[config.mk]
export PLATFORM = sky130hd
export DESIGN_NAME = ps2_arrow_decoder
export DESIGN_NICKNAME = d
export VERILOG_FILES = /design/src/rtl/ps2_arrow_decoder.sv
export SDC_FILE = /design/constraint.sdc
export NUM_CORES = 1
export LEC_CHECK = 0
export CORE_UTILIZATION = 50
export DETAILED_ROUTE_END_ITERATION = 12
export HOLD_SLACK_MARGIN = 0.08
export PLACE_DENSITY = 0.75
export REMOVE_ABC_BUFFERS = 1
export SYNTH_ARGS = -nofsm -noshare
export SYNTH_HDL_FRONTEND = slang
export SYNTH_SLANG_ARGS = --single-unit
[constraint.sdc]
create_clock -name CLOCK_50 -period 1.8 [get_ports CLOCK_50]
set_input_delay 0.36 -clock CLOCK_50 [delete_from_list [all_inputs] [get_ports CLOCK_50]]
set_output_delay 0.36 -clock CLOCK_50 [all_outputs]
set_load 0.1 [all_outputs]
[src/rtl/ps2_arrow_decoder.sv]
// ps2_arrow_decoder
//   Turns the PS/2 scancode byte stream from PS2_Controller into arrow-key
//   events. Tracks the E0 (extended) and F0 (break) prefixes, keeps a bitmap
//   of held arrow keys, and reports the most recent new press as a
//   registered direction code with a one-cycle strobe.
//
// Ports
//   CLOCK_50          in   system clock, all logic on the rising edge
//   reset             in   synchronous reset, active-high
//   received_data     in   [7:0] byte from PS2_Controller
//   received_data_en  in   one-cycle strobe, received_data valid
//   dir               out  [2:0] last new press: 0 none, 1 up, 2 down, 3 left, 4 right
//   dir_valid         out  one-cycle pulse when dir is loaded by a new press
//   key_held          out  [3:0] held bitmap {right, left, down, up}
//   prefix_timeout    out  one-cycle pulse when a pending prefix is dropped
//
// All outputs are registered; a byte's effect shows one cycle after its strobe.

module ps2_arrow_decoder #(
    parameter int         TIMEOUT_CYCLES = 500000,
    parameter bit         ACCEPT_BASIC   = 1'b1,
    parameter logic [7:0] CODE_UP        = 8'h75,
    parameter logic [7:0] CODE_DOWN      = 8'h72,
    parameter logic [7:0] CODE_LEFT      = 8'h6B,
    parameter logic [7:0] CODE_RIGHT     = 8'h74
) (
    input  logic       CLOCK_50,
    input  logic       reset,
    input  logic [7:0] received_data,
    input  logic       received_data_en,
    output logic [2:0] dir,
    output logic       dir_valid,
    output logic [3:0] key_held,
    output logic       prefix_timeout
);

    localparam logic [7:0] BYTE_EXT = 8'hE0;
    localparam logic [7:0] BYTE_BRK = 8'hF0;
    localparam int         TW       = $clog2(TIMEOUT_CYCLES + 1);
    localparam logic [TW-1:0] TIMER_LAST = TW'(TIMEOUT_CYCLES - 1);

    typedef enum logic [1:0] {
        IDLE,
        EXT,
        BRK,
        EXT_BRK
    } state_t;

    state_t        state, state_next;
    logic [TW-1:0] timer;
    logic          timeout_hit;

    logic          is_arrow;
    logic [1:0]    arrow_idx;
    logic          do_make, do_break;

    logic [2:0]    dir_next;
    logic          dir_valid_next;
    logic [3:0]    key_held_next;

    // A prefix expires only on a cycle with no byte: a coinciding byte wins.
    assign timeout_hit = (state != IDLE) && !received_data_en && (timer == TIMER_LAST);

    // Arrow decode; index matches the key_held bit order {right,left,down,up}.
    always_comb begin
        // NOTE: every signal driven here gets a default first, otherwise paths
        // that skip an assignment would infer a latch.
        is_arrow  = 1'b1;
        arrow_idx = 2'd0;
        if (received_data == CODE_UP)         arrow_idx = 2'd0;
        else if (received_data == CODE_DOWN)  arrow_idx = 2'd1;
        else if (received_data == CODE_LEFT)  arrow_idx = 2'd2;
        else if (received_data == CODE_RIGHT) arrow_idx = 2'd3;
        else                                  is_arrow  = 1'b0;
    end

    // Next-state and make/break decision.
    always_comb begin
        state_next = state;
        do_make    = 1'b0;
        do_break   = 1'b0;
        if (received_data_en) begin
            unique case (state)
                IDLE: begin
                    if (received_data == BYTE_EXT)      state_next = EXT;
                    else if (received_data == BYTE_BRK) state_next = BRK;
                    else                                do_make = is_arrow && ACCEPT_BASIC;
                end
                EXT: begin
                    if (received_data == BYTE_BRK)      state_next = EXT_BRK;
                    else if (received_data == BYTE_EXT) state_next = EXT;
                    else begin
                        state_next = IDLE;
                        do_make    = is_arrow;
                    end
                end
                BRK: begin
                    if (received_data == BYTE_BRK) state_next = BRK;
                    else begin
                        state_next = IDLE;
                        do_break   = is_arrow && ACCEPT_BASIC;
                    end
                end
                EXT_BRK: begin
                    // E0/F0 here are not arrow codes, so they fall out as "other".
                    state_next = IDLE;
                    do_break   = is_arrow;
                end
                default: state_next = IDLE;
            endcase
        end else if (timeout_hit) begin
            state_next = IDLE;
        end
    end

    // Output values for the next cycle.
    always_comb begin
        dir_next       = dir;
        dir_valid_next = 1'b0;
        key_held_next  = key_held;
        if (do_make && !key_held[arrow_idx]) begin
            // Typematic repeats of a held key are ignored.
            key_held_next[arrow_idx] = 1'b1;
            dir_next                 = {1'b0, arrow_idx} + 3'd1;
            dir_valid_next           = 1'b1;
        end
        if (do_break) begin
            key_held_next[arrow_idx] = 1'b0;
        end
    end

    // State, timer and registered outputs.
    always_ff @(posedge CLOCK_50) begin
        if (reset) begin
            state          <= IDLE;
            timer          <= '0;
            dir            <= 3'd0;
            dir_valid      <= 1'b0;
            key_held       <= 4'd0;
            prefix_timeout <= 1'b0;
        end else begin
            // NOTE: non-blocking assignments keep every register sampling the
            // pre-edge values, so process order cannot change behaviour.
            state          <= state_next;
            dir            <= dir_next;
            dir_valid      <= dir_valid_next;
            key_held       <= key_held_next;
            prefix_timeout <= timeout_hit;
            if (received_data_en || timeout_hit) begin
                timer <= '0;
            end else if (state != IDLE && timer != '1) begin
                timer <= timer + 1'b1;
            end
        end
    end

endmodule

== Word-level counts from Yosys, hierarchy flattened ==
Cells that the tools add are included.

* Bits in registers: 30
* Output and inout bits: 9
* Input bits: 11

* $lt $le $gt $ge: 2
* Reductions and logical operators: 13
* Equal/unequal tests: 12
* Bitwise gates (word level): 3
* Multiplexer cells: 31
* $add $sub $neg: 2

{| class="wikitable"
|+ Operators by type and width
! cell !! number
|-
| $eq 8x7->1 const B || 4
|-
| $mux 2 || 10
|-
| $add 19x1->19 const B || 1
|-
| $eq 19x19->1 const B || 1
|-
| $ne 19x19->1 const B || 1
|-
| $eq 8x8->1 const B || 2
|-
| $mux 1 || 14
|-
| $mux 4 || 2
|-
| $pmux 2 s4 || 1
|-
| $logic_and 1x1->1 || 5
|-
| $and 4x4->4 || 1
|-
| $eq 2x2->1 const B || 2
|-
| $ne 4x4->1 const B || 1
|-
| $not 4->4 || 1
|-
| $or 4x4->4 || 1
|-
| $pmux 1 s2 || 2
|-
| $reduce_bool 2->1 || 2
|-
| $add 2x1->3 const B || 1
|-
| $lt 2x3->1 const B || 1
|-
| $bmux 1 s2 || 1
|-
| $demux 1 s2 || 1
|-
| $eq 2x1->1 const B || 1
|-
| $ge 2x1->1 const B || 1
|-
| $logic_not 1->1 || 2
|-
| 4 further kinds || 4
|}

== Longest topological paths before layout ==
* Word-level depth: 13
* Depth in mapped cells: 8
* Mapped depth without buffers: 7

== Worst setup path before layout ==
No wires, ideal clock.

* Path type: register to register
* From: register key_held[3]
* To: register key_held[1]
* Required time: 1.705 ns
* Stages on the path, launching flop included: 5
* Slack: -0.212 ns
* Data arrival time: 1.917 ns
* Setup time: 0.095 ns
* Path through: dfxtp_1 or3_4 a2111oi_4 o21ai_0 a221oi_1

* Cells in the longest elaborated chain, start to end: 7

{| class="wikitable"
|+ Ends and longest elaborated chain
! item !! line !! RTL
|-
| from (decl) || 33 || <nowiki>output logic [3:0] key_held,</nowiki>
|-
| from (signal assigned) || 147 || <nowiki>key_held <= key_held_next;</nowiki>
|-
| $bmux 1 s2 * || 121 || <nowiki>if (do_make && !key_held[arrow_idx]) begin</nowiki>
|-
| $mux 1 (implied by the code) * || 121 ||
|-
| $logic_not 1->1 * || 121 ||
|-
| $logic_and 1x1->1 * || 121 ||
|-
| $mux 4 * || 121 ||
|-
| $and 4x4->4 (no line) || - ||
|-
| $mux 4 * || 127 || <nowiki>if (do_break) begin</nowiki>
|}

Mark *: on every way between the ends. The rest lies on a longest branch, timed or not. The select of a mux whose other input is x is not followed.
A chain may end at the register's enable or synchronous reset.

== Worst setup path in the final report ==
* From: input port received_data[3]
* To: register key_held[2]

* Cells in the longest elaborated chain, start to end: 13

{| class="wikitable"
|+ Ends and longest elaborated chain
! item !! line !! RTL
|-
| from (decl) || 29 || <nowiki>input logic [7:0] received_data,</nowiki>
|-
| $eq 8x7->1 || 73 || <nowiki>else if (received_data == CODE_RIGHT) arrow_idx = 2'd3;</nowiki>
|-
| $mux 2 or $mux 1 (tied branches) || 73 ||
|-
| $mux 2 or $mux 1 (tied branches) || 72 || <nowiki>else if (received_data == CODE_LEFT) arrow_idx = 2'd2;</nowiki>
|-
| $mux 2 or $mux 1 (tied branches) || 71 || <nowiki>else if (received_data == CODE_DOWN) arrow_idx = 2'd1;</nowiki>
|-
| $mux 2 or $mux 1 (tied branches) || 70 || <nowiki>if (received_data == CODE_UP) arrow_idx = 2'd0;</nowiki>
|-
| $lt 2x3->1 (implied by the code) (tied with other cells) || 123, 128 ||
|-
| $logic_and 1x1->1 (implied by the code) (tied with other cells) || 123, 128 ||
|-
| $mux 1 (implied by the code) or $pmux 1 s2 (tied branches) || 123, 128, 83 ||
|-
| $demux 1 s2 or $mux 1 (tied branches) || 123, 128, 82 ||
|-
| $or 4x4->4 (no line) or $logic_and 1x1->1 (tied branches) || - ||
|-
| $mux 4 || 121 ||
|-
| $and 4x4->4 (no line) || - ||
|-
| $mux 4 * || 127 ||
|}

Marked as above.

==> metrics.txt <==
placed cells=297; Synth Instances=199; first-pass GRT wire length=8340 um; ys flop type=dfxtp_1; layout cells sized above 1=37.3%; Final #Nets=283; HP Class=in -> reg; synth unique cells=49; critical path data arrival time=2.11 ns; DRC Markers=0; number of flops mapped to enable cells by yosys=0; vias in the first global route=1803; Clock Tree Buf Depth=2; die extent in x=60.3 um; cell area after synthesis=0.00170 mm2; Routed WL per cell=18.3 um; core area=0.00313 mm2; Tot Pwr=1.32 mW; CTS tree=done; Yosys top cell by area=dfxtp_1; synth-to-layout area growth=54.6%; CP Launch Type=input port; top cell type's share of synthesized area=35.3%; post-synthesis async set-or-reset flop share=0%; Port-buffer cells=19; worst setup margin=-0.0551 ns; sequential share of the synthesized area=35.3%; worst IR drop on VDD=0.447 mV; detail-routed via count per cell=6.08; Max H-tree Level=2; status=complete, but fails checks; skew final=0.0149 ns; RSZ-0062 raised after global routing=true; Yosys warning total=0; Antenna Nets Post-Route=0; leakage power total=0.995 nW; fin cells=312; Final HPWL DP=3710 um; Pre-antenna DRT Iters=5; via count=1896; Initial Utilization=54.4%; GRT Total Usage=31.1%; clock sinks=30; initial antenna violation count=0; max-cap violations=0; internal power=1.01 mW; Fmax=539 MHz; Synth area leaders=dfxtp_1, nor2_1, xnor2_1, ha_1, nand2b_1; # rows=20; Worst slew margin=71.8%; flops & latches, synth=30; failing checks=negative setup slack; I/O pins=20; measured slew at the worst slew-check pin=0.422 ns; largest net degree at the start of global routing=14; CP endpoint kind=flop; starting DRC count in detailed routing=122; Net Sw Frac=23.8%; CP max FO=7; Power Dens Cells=502 mW/mm2; clock share of power=38.2%; Ant. Diodes=0; Hold Violations, Final=0; Psw=314 uW; Clock transition at path regs=0.10 ns; die area=0.00364 mm2; Routed Wire Length=5720 um; fin crit period=1.86 ns; Critical Path RT=2.05 ns; Max Slew Vio Count=0; Flop pwr share=50.6%; Comb pwr share=11.2%; Clock Latency Late Sink=0.35 ns; clk root buf=clkbuf_4; endpoints failing setup=1; Avg Cell Area, Syn=8.55 um2; critical path class=in -> reg; total grt overflow=0; CTS Buf Count=5; gp weighted congestion=0.939; Die Ht=60.3 um; fin crit share=103%
## path summary, 6_finish.rpt
| check | startpoint | end | slack, ns | cells past startpoint |
|---|---|---|---|---|
| max | received_data[3] | key_held[2] | -0.06 | 7 |
| min | received_data[4] | state[1] | 0.42 | 4 |
| max reg2reg | state[1] | key_held[2] | 0.01 | 6 |
| min reg2reg | dir[2] | dir[2] | 0.53 | 2 |
## cell type report
cell class	count	area, um2
Clock buffer	8	78.8
Fill cell	181	497
Timing Repair Buffer	68	673
Inverter	8	30.0
Tap cell	44	55.1
Multi-Input combinational cell	154	1190
Sequential cell	30	602
## cells in the final DEF (no fill, tap or decap), types with 3 or more instances in the layout
cell type,count
a211oi_1,3
a21oi_1,6
a221oi_2,3
buf_12,9
buf_4,44
buf_6,6
clkbuf_4,5
clkbuf_8,3
dfxtp_1,29
dlymetal6s2s_1,4
ha_1,4
inv_1,7
mux2i_1,3
nand2_1,9
nand2b_1,9
nand3_1,5
nand4_1,7
nor2_1,23
nor2_2,3
nor3_1,7
nor4_1,4
o2111ai_1,3
o21ai_0,4
o21ai_2,3
xnor2_1,10
xor2_1,5
## critical path, stage by stage
cell	delay, ns
buf_8	0.09
or3b_4	0.41
or3_4	0.39
a2111oi_4	0.31
buf_6	0.19
o21ai_4	0.06
a221oi_2	0.28
## flip-flops by register name, summed over array words and instances, names as in the netlist
register	cells
dir	3
dir_valid	1
key_held	4
prefix_timeout	1
state	2
timer	19
## metrics by stage
step | hold WS, ns | setup TNS, ns | setup WS (ns) | instance area (um2) | utilization (%)
6_report | 0.416 | -0.0551 | -0.0551 | 2630 | 84.1
5_1_grt | 0.418 | -0.0852 | -0.0580 | 2630 | 84.1
4_1_cts | 0.423 | -0.226 | -0.0620 | 2490 | 79.6
3_5_place_dp | 0.505 | -12.50 | -0.821 | 2320 | 74.3
3_3_place_gp | 0.476 | -10.77 | -0.721 | 2320 | 74.3
2_1_floorplan | 0.429 | -1.74 | -0.212 | 1670 | -
## per-layer routing
metal | GRT usage, % | up-vias | share of wire [%]
met4 | 12.3 | 0 | 2.9
met1 | 38.3 | 889 | 40
met3 | 8.10 | 21 | 7.5
met2 | 51.6 | 108 | 50
li1 | - | 878 | -
met5 | 0 | - | 0
## power groups by stage
| stage | logic (mW) | clock network, mW | registers, mW |
|---|---|---|---|
| after detailed placement | 0.121 | 0 | 0.683 |
| final | 0.149 | 0.504 | 0.668 |
| after global placement | 0.116 | 0 | 0.682 |
| after floorplan | 0.0427 | 0 | 0.686 |
| after global routing | 0.154 | 0.552 | 0.668 |
| after CTS | 0.131 | 0.509 | 0.667 |
## synthesized netlist by cell type, drive strengths merged, types with 3 or more instances
library cell,n
xor2,5
o21ai,8
dfxtp,30
mux2i,3
nor4,6
nand4,7
nor2,26
nand3,5
a21oi,6
nor3,9
o2111ai,3
a211oi,3
inv,8
nand2b,9
a221oi,5
xnor2,11
ha,5
a2111oi,3
clkbuf,6
nand2,9
## timing repair
action | 4_1_cts | 5_1_grt
pin swaps | 13 | 10
hold buffers | 0 | 0
setup buffers | 4 | 3
setup endpoints to repair | 9 | 28
gates resized for setup | 35 | 29
## kinds of logic after synthesis
kind of cell,Yosys count,synth area share (%)
DFF,30,35.3
adders and majority gates,5,3.68
xor gates and xnor gates,16,8.24
muxes,3,1.76
and+or+nand+nor,90,29.3
AOI/OAI and AO/OA,40,18.2
buffers and inverters,15,3.46
Power figures use the tool's default switching activity.
